===== src/rtl/dec_instr_queue.sv =====
// -----------------------------------------------------------------------------
// dec_instr_queue
//   Multi-lane instruction queue between fetch and decode/rename. It is a
//   circular buffer of DEPTH entries of WIDTH bits, with 1 or 2 lanes per cycle
//   on each side.
//
//   Parameters:
//     DEPTH  number of entries (power of 2, >= 2*LANES)
//     WIDTH  payload bits per entry
//     LANES  enqueue/dequeue lanes per cycle (1 or 2)
//
//   Ports:
//     CLK        rising-edge clock
//     RESET      asynchronous, active-high reset (clears pointers and storage)
//     FLUSH      synchronous flush; discards the queue and this cycle's traffic
//     enq_valid  per-lane enqueue request (lane 1 only counts with lane 0)
//     enq_data   lane i payload at [i*WIDTH +: WIDTH]
//     enq_ready  all-ones when at least LANES entries are free (registered)
//     deq_valid  lane i holds the i-th oldest entry
//     deq_data   lane i payload (oldest in lane 0)
//     deq_ready  per-lane consume (lane 1 only counts with lane 0)
//     count      current occupancy (registered)
//     empty      count == 0 (registered)
//     full       count == DEPTH (registered)
//     halt       ~enq_ready[0]; fetch freeze (registered)
//
//   Optional feature:
//     DEC_QUEUE_BYPASS_EN  when defined, an empty queue forwards accepted
//                          enqueue lanes straight to deq in the same cycle.
//                          Lanes consumed that way are not written to storage.
// -----------------------------------------------------------------------------
module dec_instr_queue #(
  parameter int unsigned DEPTH = 8,
  parameter int unsigned WIDTH = 64,
  parameter int unsigned LANES = 1
) (
  input  logic                         CLK,
  input  logic                         RESET,
  input  logic                         FLUSH,
  input  logic [LANES-1:0]             enq_valid,
  input  logic [LANES*WIDTH-1:0]       enq_data,
  output logic [LANES-1:0]             enq_ready,
  output logic [LANES-1:0]             deq_valid,
  output logic [LANES*WIDTH-1:0]       deq_data,
  input  logic [LANES-1:0]             deq_ready,
  output logic [$clog2(DEPTH+1)-1:0]   count,
  output logic                         empty,
  output logic                         full,
  output logic                         halt
);

  localparam int unsigned AW = $clog2(DEPTH);
  localparam int unsigned PW = AW + 1;
  localparam int unsigned CW = $clog2(DEPTH + 1);
  // Highest occupancy that still leaves room for a full group of LANES entries.
  localparam logic [CW-1:0] READY_MAX = CW'(DEPTH - LANES);

  logic [PW-1:0]    wr_ptr;
  logic [PW-1:0]    rd_ptr;
  logic [WIDTH-1:0] mem [DEPTH];

  logic [CW-1:0]    n_enq;
  logic [CW-1:0]    n_deq;
  logic [CW-1:0]    n_skip;
  logic [CW-1:0]    cnt_next;
  logic             ready_next;

`ifdef DEC_QUEUE_BYPASS_EN
  logic             bypass;
  // Forwarding is suppressed during reset so outputs read as an empty queue.
  assign bypass = (count == '0) && !FLUSH && !RESET;
`endif

  // Accepted enqueue lanes: leading run of enq_valid, gated by registered ready.
  always_comb begin
    logic run;
    n_enq = '0;
    run   = enq_ready[0];
    for (int i = 0; i < LANES; i++) begin
      run = run & enq_valid[i];
      if (run) n_enq = n_enq + CW'(1);
    end
  end

  // Dequeue view: stored entries, or the incoming lanes when bypassing.
  always_comb begin
    deq_valid = '0;
    deq_data  = '0;
    for (int i = 0; i < LANES; i++) begin
      deq_valid[i]                = (count > CW'(i));
      deq_data[i*WIDTH +: WIDTH]  = mem[AW'(rd_ptr + PW'(i))];
    end
`ifdef DEC_QUEUE_BYPASS_EN
    if (bypass) begin
      for (int i = 0; i < LANES; i++) begin
        deq_valid[i] = (CW'(i) < n_enq);
      end
      deq_data = enq_data;
    end
`endif
  end

  // Consumed lanes: leading run of deq_valid & deq_ready.
  always_comb begin
    logic run;
    n_deq = '0;
    run   = 1'b1;
    for (int i = 0; i < LANES; i++) begin
      run = run & deq_valid[i] & deq_ready[i];
      if (run) n_deq = n_deq + CW'(1);
    end
  end

  // Lanes already handed to the consumer through the bypass are not stored.
  always_comb begin
    n_skip = '0;
`ifdef DEC_QUEUE_BYPASS_EN
    if (bypass) n_skip = n_deq;
`endif
  end

  // Next occupancy and the registered ready/status flags derived from it.
  always_comb begin
    cnt_next = count + n_enq - n_deq;
    if (FLUSH) cnt_next = '0;
    ready_next = (cnt_next <= READY_MAX);
  end

  // Pointers, storage and registered status.
  always_ff @(posedge CLK or posedge RESET) begin
    if (RESET) begin
      wr_ptr    <= '0;
      rd_ptr    <= '0;
      count     <= '0;
      empty     <= 1'b1;
      full      <= 1'b0;
      enq_ready <= '1;
      halt      <= 1'b0;
      for (int i = 0; i < DEPTH; i++) begin
        mem[i] <= '0;
      end
    end else begin
      count     <= cnt_next;
      empty     <= (cnt_next == '0);
      full      <= (cnt_next == CW'(DEPTH));
      enq_ready <= {LANES{ready_next}};
      halt      <= !ready_next;
      if (FLUSH) begin
        wr_ptr <= '0;
        rd_ptr <= '0;
      end else begin
        for (int i = 0; i < LANES; i++) begin
          if ((CW'(i) < n_enq) && (CW'(i) >= n_skip)) begin
            mem[AW'(wr_ptr + PW'(i))] <= enq_data[i*WIDTH +: WIDTH];
          end
        end
        wr_ptr <= wr_ptr + PW'(n_enq);
        rd_ptr <= rd_ptr + PW'(n_deq);
      end
    end
  end

endmodule

===== config.mk =====
export PLATFORM = sky130hd
export DESIGN_NAME = dec_instr_queue
export DESIGN_NICKNAME = d
export VERILOG_FILES = /design/src/rtl/dec_instr_queue.sv
export SDC_FILE = /design/constraint.sdc
export NUM_CORES = 1
export LEC_CHECK = 0
export BUFFER_PORTS_ARGS = -buffer_cell sky130_fd_sc_hd__buf_2
export CORE_UTILIZATION = 57
export CTS_CLUSTER_SIZE = 20
export DETAILED_ROUTE_END_ITERATION = 8
export GPL_TIMING_DRIVEN = 0
export HOLD_SLACK_MARGIN = 0.05
export PLACE_DENSITY = 0.77
export RECOVER_POWER = 25
export SLEW_MARGIN = 10
export SYNTH_ARGS = -nofsm -noshare
export SYNTH_HDL_FRONTEND = slang
export SYNTH_SLANG_ARGS = --single-unit

===== constraint.sdc =====
create_clock -name CLK -period 20.3 [get_ports CLK]
set_clock_uncertainty 0.05 [all_clocks]
set_input_delay 3.045 -clock CLK [delete_from_list [all_inputs] [get_ports CLK]]
set_output_delay 3.045 -clock CLK [all_outputs]
set_load 0.02 [all_outputs]

==> results of run 1 <==
final cells by class:
class | instances | area (µm²) | share of cell area [%]
flip-flops and latches | 526 | 13170 | 48.99
multi-input cells | 756 | 9987 | 37.16
clock buffers | 77 | 1569 | 5.838
repair buffers | 144 | 762.0 | 2.835
well taps | 532 | 665.6 | 2.477
plain buffers | 89 | 454.2 | 1.690
clock inverters | 20 | 234.0 | 0.8706
inverters | 7 | 27.53 | 0.1024
diodes | 4 | 10.01 | 0.03725
flip-flops by register name, summed over array words and instances, names as in the netlist:
signal and count:
wr_ptr 3, full 1, empty 1, halt 1, mem 512, count 4, enq_ready 1, rd_ptr 3
Yosys cell counts, drive strengths merged:
library cell,instances
nand2,2
dfrtp,524
nor2b,6
nand4,1
o21ba,1
xnor2,3
buf,69
ha,9
and2,1
mux4,128
or4,2
nor3,3
nor2,10
nand4b,1
inv,7
or2,2
or3,1
a21oi,3
fa,1
dfstp,2
clkbuf,20
or4b,1
nand3,2
nand2b,2
mux2,576
and3,1
routing by layer:
metal / up-vias / global-route usage, % / routed length (µm)
met4: 4 / 7.090 / 947
met1: 6917 / 35.07 / 21770
met2: 252 / 40.44 / 24800
met3: 73 / 4.023 / 2351
met5: - / 0 / 21
li1: 5563 / - / -
worst register-to-register path, delay by kind of cell, from the launching register on:
family,cells,cell delay (ps)
muxes,1,380
buffers and inverters,1,480
DFF,1,580
and+or+nand+nor,2,1040
cells by family after synthesis:
kind of cell / synth area share, %
compound gates: 0.1059
xor+xnor: 0.1112
fa+ha+maj: 0.5612
buf+inv: 2.038
flops: 55.70
mux: 40.60
simple gates: 0.8842
power breakdown:
| part | internal (mW) | leakage, nW | switching, mW |
|---|---|---|---|
| Combinational | 0.581 | 4.91 | 0.529 |
| Clock | 0.598 | 0.892 | 0.405 |
| Sequential | 1.29 | 7.01 | 0.119 |
worst paths after layout:
| path | startpoint | endpoint | slack, ps | depth (start not counted) |
|---|---|---|---|---|
| setup reg to reg | enq_ready | mem[11] | 17640 | 4 |
| max in group CLK | rd_ptr[1] | deq_data[43] | 13970 | 5 |
| min in group asynchronous | RESET | mem[296] | 3630 | 2 |
| setup / recovery | RESET | mem[389] | 9270 | 3 |
| hold reg to reg | mem[371] | mem[371] | 450 | 1 |
| hold / removal | mem[371] | mem[371] | 450 | 1 |
==> impl_metrics.py, run 1 <==
metrics = {
    "clock_tree": {
        "clockBufferDepth": 3,
        "numCtsBuffers": 53,
        "clock_sinks": 526,
        "holdBufCountCts": 0,
        "post-cts-setup-buffer-count": 0,
        "clk_pin_slew_worst_paths_ps": 60,
        "cts_tree": "yes",
        "cts_resized": 0,
        "insertion_delay_ps": 600,
        "cts_htree_levels": 2,
        "root_buffer": "clkbuf_16",
    },
    "timing": {
        "worst_pin_slew_ps": 6337,
        "min_period_over_period_pct": 54.33,
        "hold_ws_ps": 448.5,
        "final-max-slew-violation-count": 287,
        "max_slew_margin_pct": -322.4,
        "setup_tns_ps": 0,
        "finalSetupViolations": 0,
        "hold_viol": 0,
        "rsz0062_at_grt": "no",
        "fmax_mhz": 90.67,
        "fin_crit_ps": 11030,
        "fin_ws_ps": 9271,
    },
    "critical_path": {
        "path_max_fanout": 126,
        "cp_top_family": "buffers and inverters",
        "worst_path_max_delay_cell": "clkbuf_1",
        "crit_path_end_kind": "async pin",
        "worst_setup_path_start_kind": "input pin",
        "critPathRequiredTime_ps": 19400,
        "slowest_delay_ps": 4570,
        "crit_buf_inv": 3,
        "crit_arrival_ps": 10130,
        "crit_type": "input pin to async pin",
        "worstPathCellList": "buf_2, clkinvlp_2, clkbuf_1",
    },
    "synth": {
        "synth_warnings": 0,
        "yosysSeqAreaShare_pct": 55.70,
        "synthesis.area_per_instance_um2": 17.15,
        "synth_top_area_share_pct": 55.48,
        "syn-num-nets": 1457,
        "synth_cell_types": 32,
        "synth_top_area_cell": "dfrtp_1",
        "syn_inst": 1378,
        "synth_seq_cells": 526,
        "yosys-top-cells-area": "dfrtp_1 55%, mux2_2 25%, mux4_2 12%, mux2_4 3.8%, buf_2 1.2%",
        "syn_area_um2": 23630,
    },
    "routing": {
        "ant_nets": 0,
        "routedWlPerCell_um": 23.15,
        "drtPass1Iterations": 4,
        "via_count": 12809,
        "drtIter0Drc": 575,
        "vias_per_cell": 5.944,
        "drt_wl_total_mm": 49.89,
        "drc": 0,
    },
    "layout": {
        "drive_gt1_share_pct": 62.01,
        "finalNonFillerCells": 2155,
        "nNetsFinal": 1656,
        "postLayoutCoreUtil_pct": 65.82,
        "mostFrequentLayoutCells": "524 x dfrtp_1, 516 x mux2_2, 196 x buf_2",
        "final_common_cell": "dfrtp_1",
        "fin_area_um2": 26870,
        "syn_to_final_growth_pct": 13.71,
        "fill_cells": 2859,
    },
    "pwr": {
        "total_power_mw": 3.526,
        "ir_drop_uv": 103.5,
        "leakage_nw": 12.81,
        "power_density_nw_per_um2": 131.2,
    },
    "grt": {
        "grt_start_max_net_pins": 127,
        "grt_use_total_pct": 24.95,
        "grt_pass1_wl_mm": 80.18,
        "grt_overflow": 0,
        "grt_pass1_vias": 13946,
        "antenna_found_initial": 4,
    },
    "floorplanning": {
        "rows": 74,
        "ioPinCount": 142,
        "coreArea_um2": 40830,
        "chipWidth_um": 205.6,
        "die_height_um": 205.6,
        "start_util_pct": 57.88,
        "die_area_um2": 42280,
    },
    "placed_design": {
        "dp.cells": 2054,
        "routabilityCongestion": 0.7488,
        "dp_hpwl_mm": 31.68,
        "dpl_worst_slack_ps": 14630,
        "io_buffer_count": 140,
        "post_dp_cell_area_um2": 25120,
    },
    "outcome": {
        "violations": "capacitance limit, slew limit",
        "status": "finished with violations",
    },
    "flow_run": {
        "cap_violations": 3,
    },
    "hold_path": {
        "hp-class": "flip-flop to flip-flop",
    },
}
Power figures use the tool's default switching activity.
==> inputs of run 2 (changes only) <==
==> constraint.sdc (replaced) <==
create_clock -name CLK -period 11.1 [get_ports CLK]
set_clock_uncertainty 0.05 [all_clocks]
set_input_delay 1.665 -clock CLK [delete_from_list [all_inputs] [get_ports CLK]]
set_output_delay 1.665 -clock CLK [all_outputs]
set_load 0.02 [all_outputs]
==> impl_metrics.py, run 2 (same netlist as run 1, synthesis figures left out) <==
metrics = {
    "timing": {
        "worst_pin_slew_ps": 2065,
        "hold_viol": 0,
        "fmax_mhz": 152.0,
        "setup_tns_ps": 0,
        "min_period_over_period_pct": 59.27,
        "max_slew_margin_pct": -37.64,
        "final-max-slew-violation-count": 238,
        "fin_crit_ps": 6579,
        "finalSetupViolations": 0,
        "rsz0062_at_grt": "no",
    },
    "outcome": {
        "status": "finished with violations",
        "violations": "capacitance limit, slew limit",
    },
    "critical_path": {
        "crit_buf_inv": 7,
        "rr_endpoint": "mem[34]",
        "path_max_fanout": 36,
        "crit_type": "input pin to async pin",
        "crit_path_end_kind": "async pin",
        "worst_path_max_delay_cell": "clkbuf_1",
        "cp_top_family": "buffers and inverters",
        "slowest_delay_ps": 1410,
        "worstPathCellList": "buf_2, clkinvlp_2, clkbuf_1, clkbuf_1, clkbuf_1, buf_12, buf_12",
        "cpMostUsedCell": "clkbuf_1",
        "r2r-start": "enq_ready",
        "worst_r2r_path_depth": 4,
        "rrSetupSlack_ps": 8400,
        "worst_setup_path_start_kind": "input pin",
        "critPathRequiredTime_ps": 11830,
        "crit_arrival_ps": 7310,
    },
    "clock_tree": {
        "cts_resized": 0,
        "cts_tree": "yes",
        "root_buffer": "clkbuf_16",
        "clk_pin_slew_worst_paths_ps": 60,
        "clockBufferDepth": 3,
        "cts_htree_levels": 2,
        "holdBufCountCts": 0,
        "numCtsBuffers": 55,
        "insertion_delay_ps": 590,
        "clock_sinks": 526,
        "post-cts-setup-buffer-count": 0,
    },
    "placed_design": {
        "post_dp_cell_area_um2": 25340,
        "io_buffer_count": 140,
        "dp_hpwl_mm": 33.04,
        "routabilityCongestion": 0.7525,
    },
    "grt": {
        "grt_start_max_net_pins": 42,
        "grt_pass1_wl_mm": 80.82,
        "grt_use_total_pct": 25.33,
        "grt_pass1_vias": 13802,
        "antenna_found_initial": 3,
        "grt_overflow": 0,
    },
    "pwr": {
        "total_power_mw": 6.491,
        "power_density_nw_per_um2": 239.7,
        "ir_drop_uv": 152.7,
        "leakage_nw": 12.91,
    },
    "layout": {
        "fin_area_um2": 27080,
        "top_regs": "mem (512), count (4)",
        "fill_cells": 2806,
        "largest_register": "mem",
        "largest_reg_flops": 512,
        "drive_gt1_share_pct": 61.70,
        "final_common_cell": "dfrtp_1",
        "mostFrequentLayoutCells": "524 x dfrtp_1, 516 x mux2_2, 194 x buf_2",
        "syn_to_final_growth_pct": 14.57,
        "nNetsFinal": 1670,
    },
    "floorplanning": {
        "coreArea_um2": 40830,
        "chipWidth_um": 205.6,
        "start_util_pct": 57.88,
        "die_height_um": 205.6,
        "rows": 74,
        "die_area_um2": 42280,
        "ioPinCount": 142,
    },
    "hold_path": {
        "hp-class": "flip-flop to flip-flop",
        "worstHoldPathCells": 1,
        "hold_path_end": "mem[359]",
        "min_from": "mem[359]",
    },
    "routing": {
        "via_count": 12819,
        "routedWlPerCell_um": 23.25,
        "drtPass1Iterations": 4,
        "drt_wl_total_mm": 50.50,
        "drtIter0Drc": 601,
        "ant_nets": 0,
        "drc": 0,
        "vias_per_cell": 5.902,
    },
    "flow_run": {
        "cap_violations": 8,
    },
}
run 2: how the worst max path moves through the flow:
stage,slack [ps],to,cells past startpoint,from
2_1_floorplan,2240,count[0],1,RESET
5_1_grt,3350,mem[111],7,RESET
3_5_place_dp,6640,mem[48],11,RESET
6_report,4520,mem[494],7,RESET
3_3_place_gp,-330,mem[112],2,RESET
4_1_cts,6170,deq_data[59],5,rd_ptr[0]
run 2: stage by stage:
step / hold slack [ps] / util (%) / cells / setup WS, ps
6_report: 450.4 / 66.32 / 2172 / 4521
5_1_grt: 459.2 / 66.30 / 2169 / 3354
4_1_cts: 452.0 / 66.62 / 2169 / 6170
3_5_place_dp: 438.3 / 62.06 / 2066 / 6640
3_3_place_gp: 431.5 / 61.24 / 2050 / -326.9
2_1_floorplan: 423.8 / - / 1378 / 2238
run 2: power breakdown:
part           switching [mW]  total [mW]  internal, mW
Combinational           0.974        2.04          1.07
Sequential              0.219        2.58          2.36
Clock                   0.743        1.87          1.13
run 2: worst reg2reg max path: stages, from the launching register on:
cell	delay [ps]
dfstp_2	580
nand4_1	150
nor2_1	910
buf_2	490
mux2_2	390
run 2: layout make-up:
type	instances	area, µm²	share of cell area, %
tap	532	665.6	2.458
buffer	89	447.9	1.654
inverter	7	27.53	0.1017
clock inverter	18	192.7	0.7116
multi-input combinational	756	9980	36.85
sequential	526	13170	48.62
antenna	3	7.507	0.02772
clock buffer	85	1672	6.173
timing repair buffer	156	920.9	3.401
run 2: per-layer routing:
layer	vias to the layer above	GRT usage, %	routed length (µm)
met5	-	0	43
met4	6	7.328	1037
met3	76	4.292	2159
met2	234	40.38	24820
met1	6898	36.06	22440
li1	5605	-	-
==> inputs of run 3 (changes only) <==
--- a/config.mk
+++ b/config.mk
@@ -5,6 +5,7 @@
 export SDC_FILE = /design/constraint.sdc
 export NUM_CORES = 1
 export LEC_CHECK = 0
+export ABC_AREA = 1
 export BUFFER_PORTS_ARGS = -buffer_cell sky130_fd_sc_hd__buf_2
 export CORE_UTILIZATION = 57
 export CTS_CLUSTER_SIZE = 20
==> constraint.sdc (replaced) <==
create_clock -name CLK -period 6.4 [get_ports CLK]
set_clock_uncertainty 0.05 [all_clocks]
set_input_delay 0.96 -clock CLK [delete_from_list [all_inputs] [get_ports CLK]]
set_output_delay 0.96 -clock CLK [all_outputs]
set_load 0.02 [all_outputs]
==> impl_metrics.py, run 3 <==
metrics = {
    "outcome": {
        "status": "finished with violations",
        "violations": "capacitance limit, slew limit",
    },
    "grt": {
        "antenna_found_initial": 1,
        "grt_pass1_vias": 21023,
        "grt_pass1_wl_mm": 110.7,
        "grt_overflow": 0,
        "grt_use_total_pct": 32.34,
        "grt_start_max_net_pins": 41,
    },
    "routing": {
        "ant_nets": 0,
        "vias_per_cell": 5.649,
        "via_count": 21371,
        "drtPass1Iterations": 6,
        "drt_wl_total_mm": 69.28,
        "drtIter0Drc": 2146,
        "routedWlPerCell_um": 18.31,
        "drc": 0,
    },
    "critical_path": {
        "worst_r2r_path_depth": 12,
        "crit_type": "input pin to async pin",
        "r2r-start": "count[2]",
        "crit_arrival_ps": 4820,
        "crit_path_end_kind": "async pin",
        "rrSetupSlack_ps": 3910,
        "rr_endpoint": "full",
        "path_max_fanout": 37,
        "worst_setup_path_start_kind": "input pin",
        "critPathRequiredTime_ps": 6710,
    },
    "hold_path": {
        "min_from": "mem[10]",
        "hp-class": "flip-flop to flip-flop",
        "worstHoldPathCells": 2,
        "hold_path_end": "mem[10]",
    },
    "clock_tree": {
        "cts_tree": "yes",
        "cts_resized": 0,
        "insertion_delay_ps": 610,
        "clockBufferDepth": 3,
        "root_buffer": "clkbuf_16",
        "clock_sinks": 526,
        "holdBufCountCts": 0,
        "clk_pin_slew_worst_paths_ps": 60,
        "post-cts-setup-buffer-count": 0,
        "numCtsBuffers": 54,
        "cts_htree_levels": 2,
    },
    "layout": {
        "largest_register": "mem",
        "drive_gt1_share_pct": 12.25,
        "postLayoutCoreUtil_pct": 65.73,
        "mostFrequentLayoutCells": "840 x nand2_1, 525 x o21ai_1, 525 x nor2_1",
        "final_common_cell": "nand2_1",
        "top_regs": "mem (512), count (4)",
        "largest_reg_flops": 512,
        "multiInputGateArea_um2": 9284,
        "fill_cells": 3462,
        "syn_to_final_growth_pct": 13.55,
        "area.sequential_um2": 13170,
        "nNetsFinal": 3280,
    },
    "floorplanning": {
        "rows": 75,
        "coreArea_um2": 41950,
        "start_util_pct": 57.89,
        "die_height_um": 208.4,
        "ioPinCount": 142,
        "chipWidth_um": 208.4,
        "die_area_um2": 43430,
    },
    "placed_design": {
        "dp_hpwl_mm": 48.57,
        "routabilityCongestion": 0.8775,
        "io_buffer_count": 140,
    },
    "synth": {
        "synthTopCellsByCount": "839 x nand2_1, 525 x nor2_1, 525 x o21ai_1",
        "synthFlopType": "dfrtp_1",
        "syn_inst": 2990,
        "async_flop_share_pct": 100.0,
        "synth_top_area_share_pct": 54.00,
        "synth_seq_cells": 526,
        "yosysSeqAreaShare_pct": 54.22,
        "yosys-top-cells-area": "dfrtp_1 54%, nand2_1 13%, o21ai_1 11%, nor2_1 8.1%, o21ai_0 5.0%",
        "synth_edf_count": 0,
        "synth_warnings": 0,
        "yosysMostFrequentCell": "nand2_1",
        "synth_top_area_cell": "dfrtp_1",
        "syn_area_um2": 24280,
        "syn-num-nets": 3069,
        "synth_cell_types": 24,
        "synthesis.area_per_instance_um2": 8.121,
    },
    "timing": {
        "rsz0062_at_grt": "no",
        "max_slew_margin_pct": -43.57,
        "min_period_over_period_pct": 70.48,
        "fmax_mhz": 221.7,
        "hold_viol": 0,
        "fin_crit_ps": 4511,
        "final-max-slew-violation-count": 202,
        "setup_tns_ps": 0,
        "finalSetupViolations": 0,
        "worst_pin_slew_ps": 2153,
    },
    "pwr": {
        "ir_drop_uv": 321.0,
        "total_power_mw": 12.09,
        "leakage_nw": 13.74,
        "power_density_nw_per_um2": 438.6,
    },
    "flow_run": {
        "cap_violations": 6,
    },
}
==> run 3: cell types whose count changed in the layout (fill, tap and decap cells not counted), sizes merged, moves of 86 or more <==
cell	before	now
nor2	10	526
nand2	2	840
buf	213	319
inv	6	92
mux2	576	0
o21ai	0	769
mux4	128	0
==> run 3: worst max path at each step <==
stage | slack (ps) | cells after the start | end | from
CTS | 2530 | 5 | deq_data[52] | rd_ptr[2]
finish | 1890 | 4 | mem[198] | RESET
detailed placement | 3190 | 5 | deq_data[52] | rd_ptr[2]
global placement | -4420 | 2 | mem[141] | RESET
global route | 1240 | 4 | mem[198] | RESET
floorplan | -1760 | 1 | count[0] | RESET
==> run 3: cell type report <==
| type | count | share of cell area (%) |
|---|---|---|
| inverter | 91 | 1.243 |
| clock buffer | 85 | 5.759 |
| timing repair buffer | 155 | 3.154 |
| multi-input combinational | 2162 | 33.67 |
| buffer | 211 | 5.396 |
| tap | 539 | 2.446 |
| antenna | 2 | 0.01815 |
| clock inverter | 12 | 0.5582 |
| sequential | 526 | 47.75 |
==> run 3: through the flow <==
stage,area (µm²),cells,hold WS [ps],setup slack [ps]
floorplan,24280,2990,403.5,-1757
global placement,25660,3669,415.4,-4416
detailed placement,25970,3684,422.5,3192
CTS,27710,3781,423.7,2527
global route,27570,3781,445.6,1241
finish,27570,3783,435.7,1889
==> run 3: metal layers <==
| layer | routed length (µm) | track usage (%) |
|---|---|---|
| met1 | 28200 | 42.53 |
| met2 | 33940 | 53.75 |
| met3 | 4962 | 5.464 |
| met4 | 2172 | 12.44 |
| met5 | 0 | 0 |
==> run 3: cell families (layout without fill, tap and decap cells) <==
| logic type | Yosys count | count (layout) | share of synthesized area (%) |
|---|---|---|---|
| other | 0 | 2 | 0 |
| XOR/XNOR | 1 | 1 | 0.03608 |
| flip-flops | 526 | 526 | 54.22 |
| AO/OA/AOI/OAI | 773 | 773 | 15.97 |
| AND/OR/NAND/NOR | 1378 | 1378 | 21.69 |
| adder cells (fa/ha/maj) | 10 | 10 | 0.5462 |
| buffers and inverters | 302 | 554 | 7.534 |
==> run 3: report_power, final <==
| group | internal (mW) | switching (mW) |
|---|---|---|
| registers | 4.04 | 0.393 |
| logic | 1.49 | 3.03 |
| clock network | 1.82 | 1.33 |
| total | 7.34 | 4.75 |
==> run 3: critical path, cell delays in order <==
cell and delay (ps):
clkbuf_1 80, clkinvlp_2 680, clkbuf_1 1600, clkbuf_1 1440
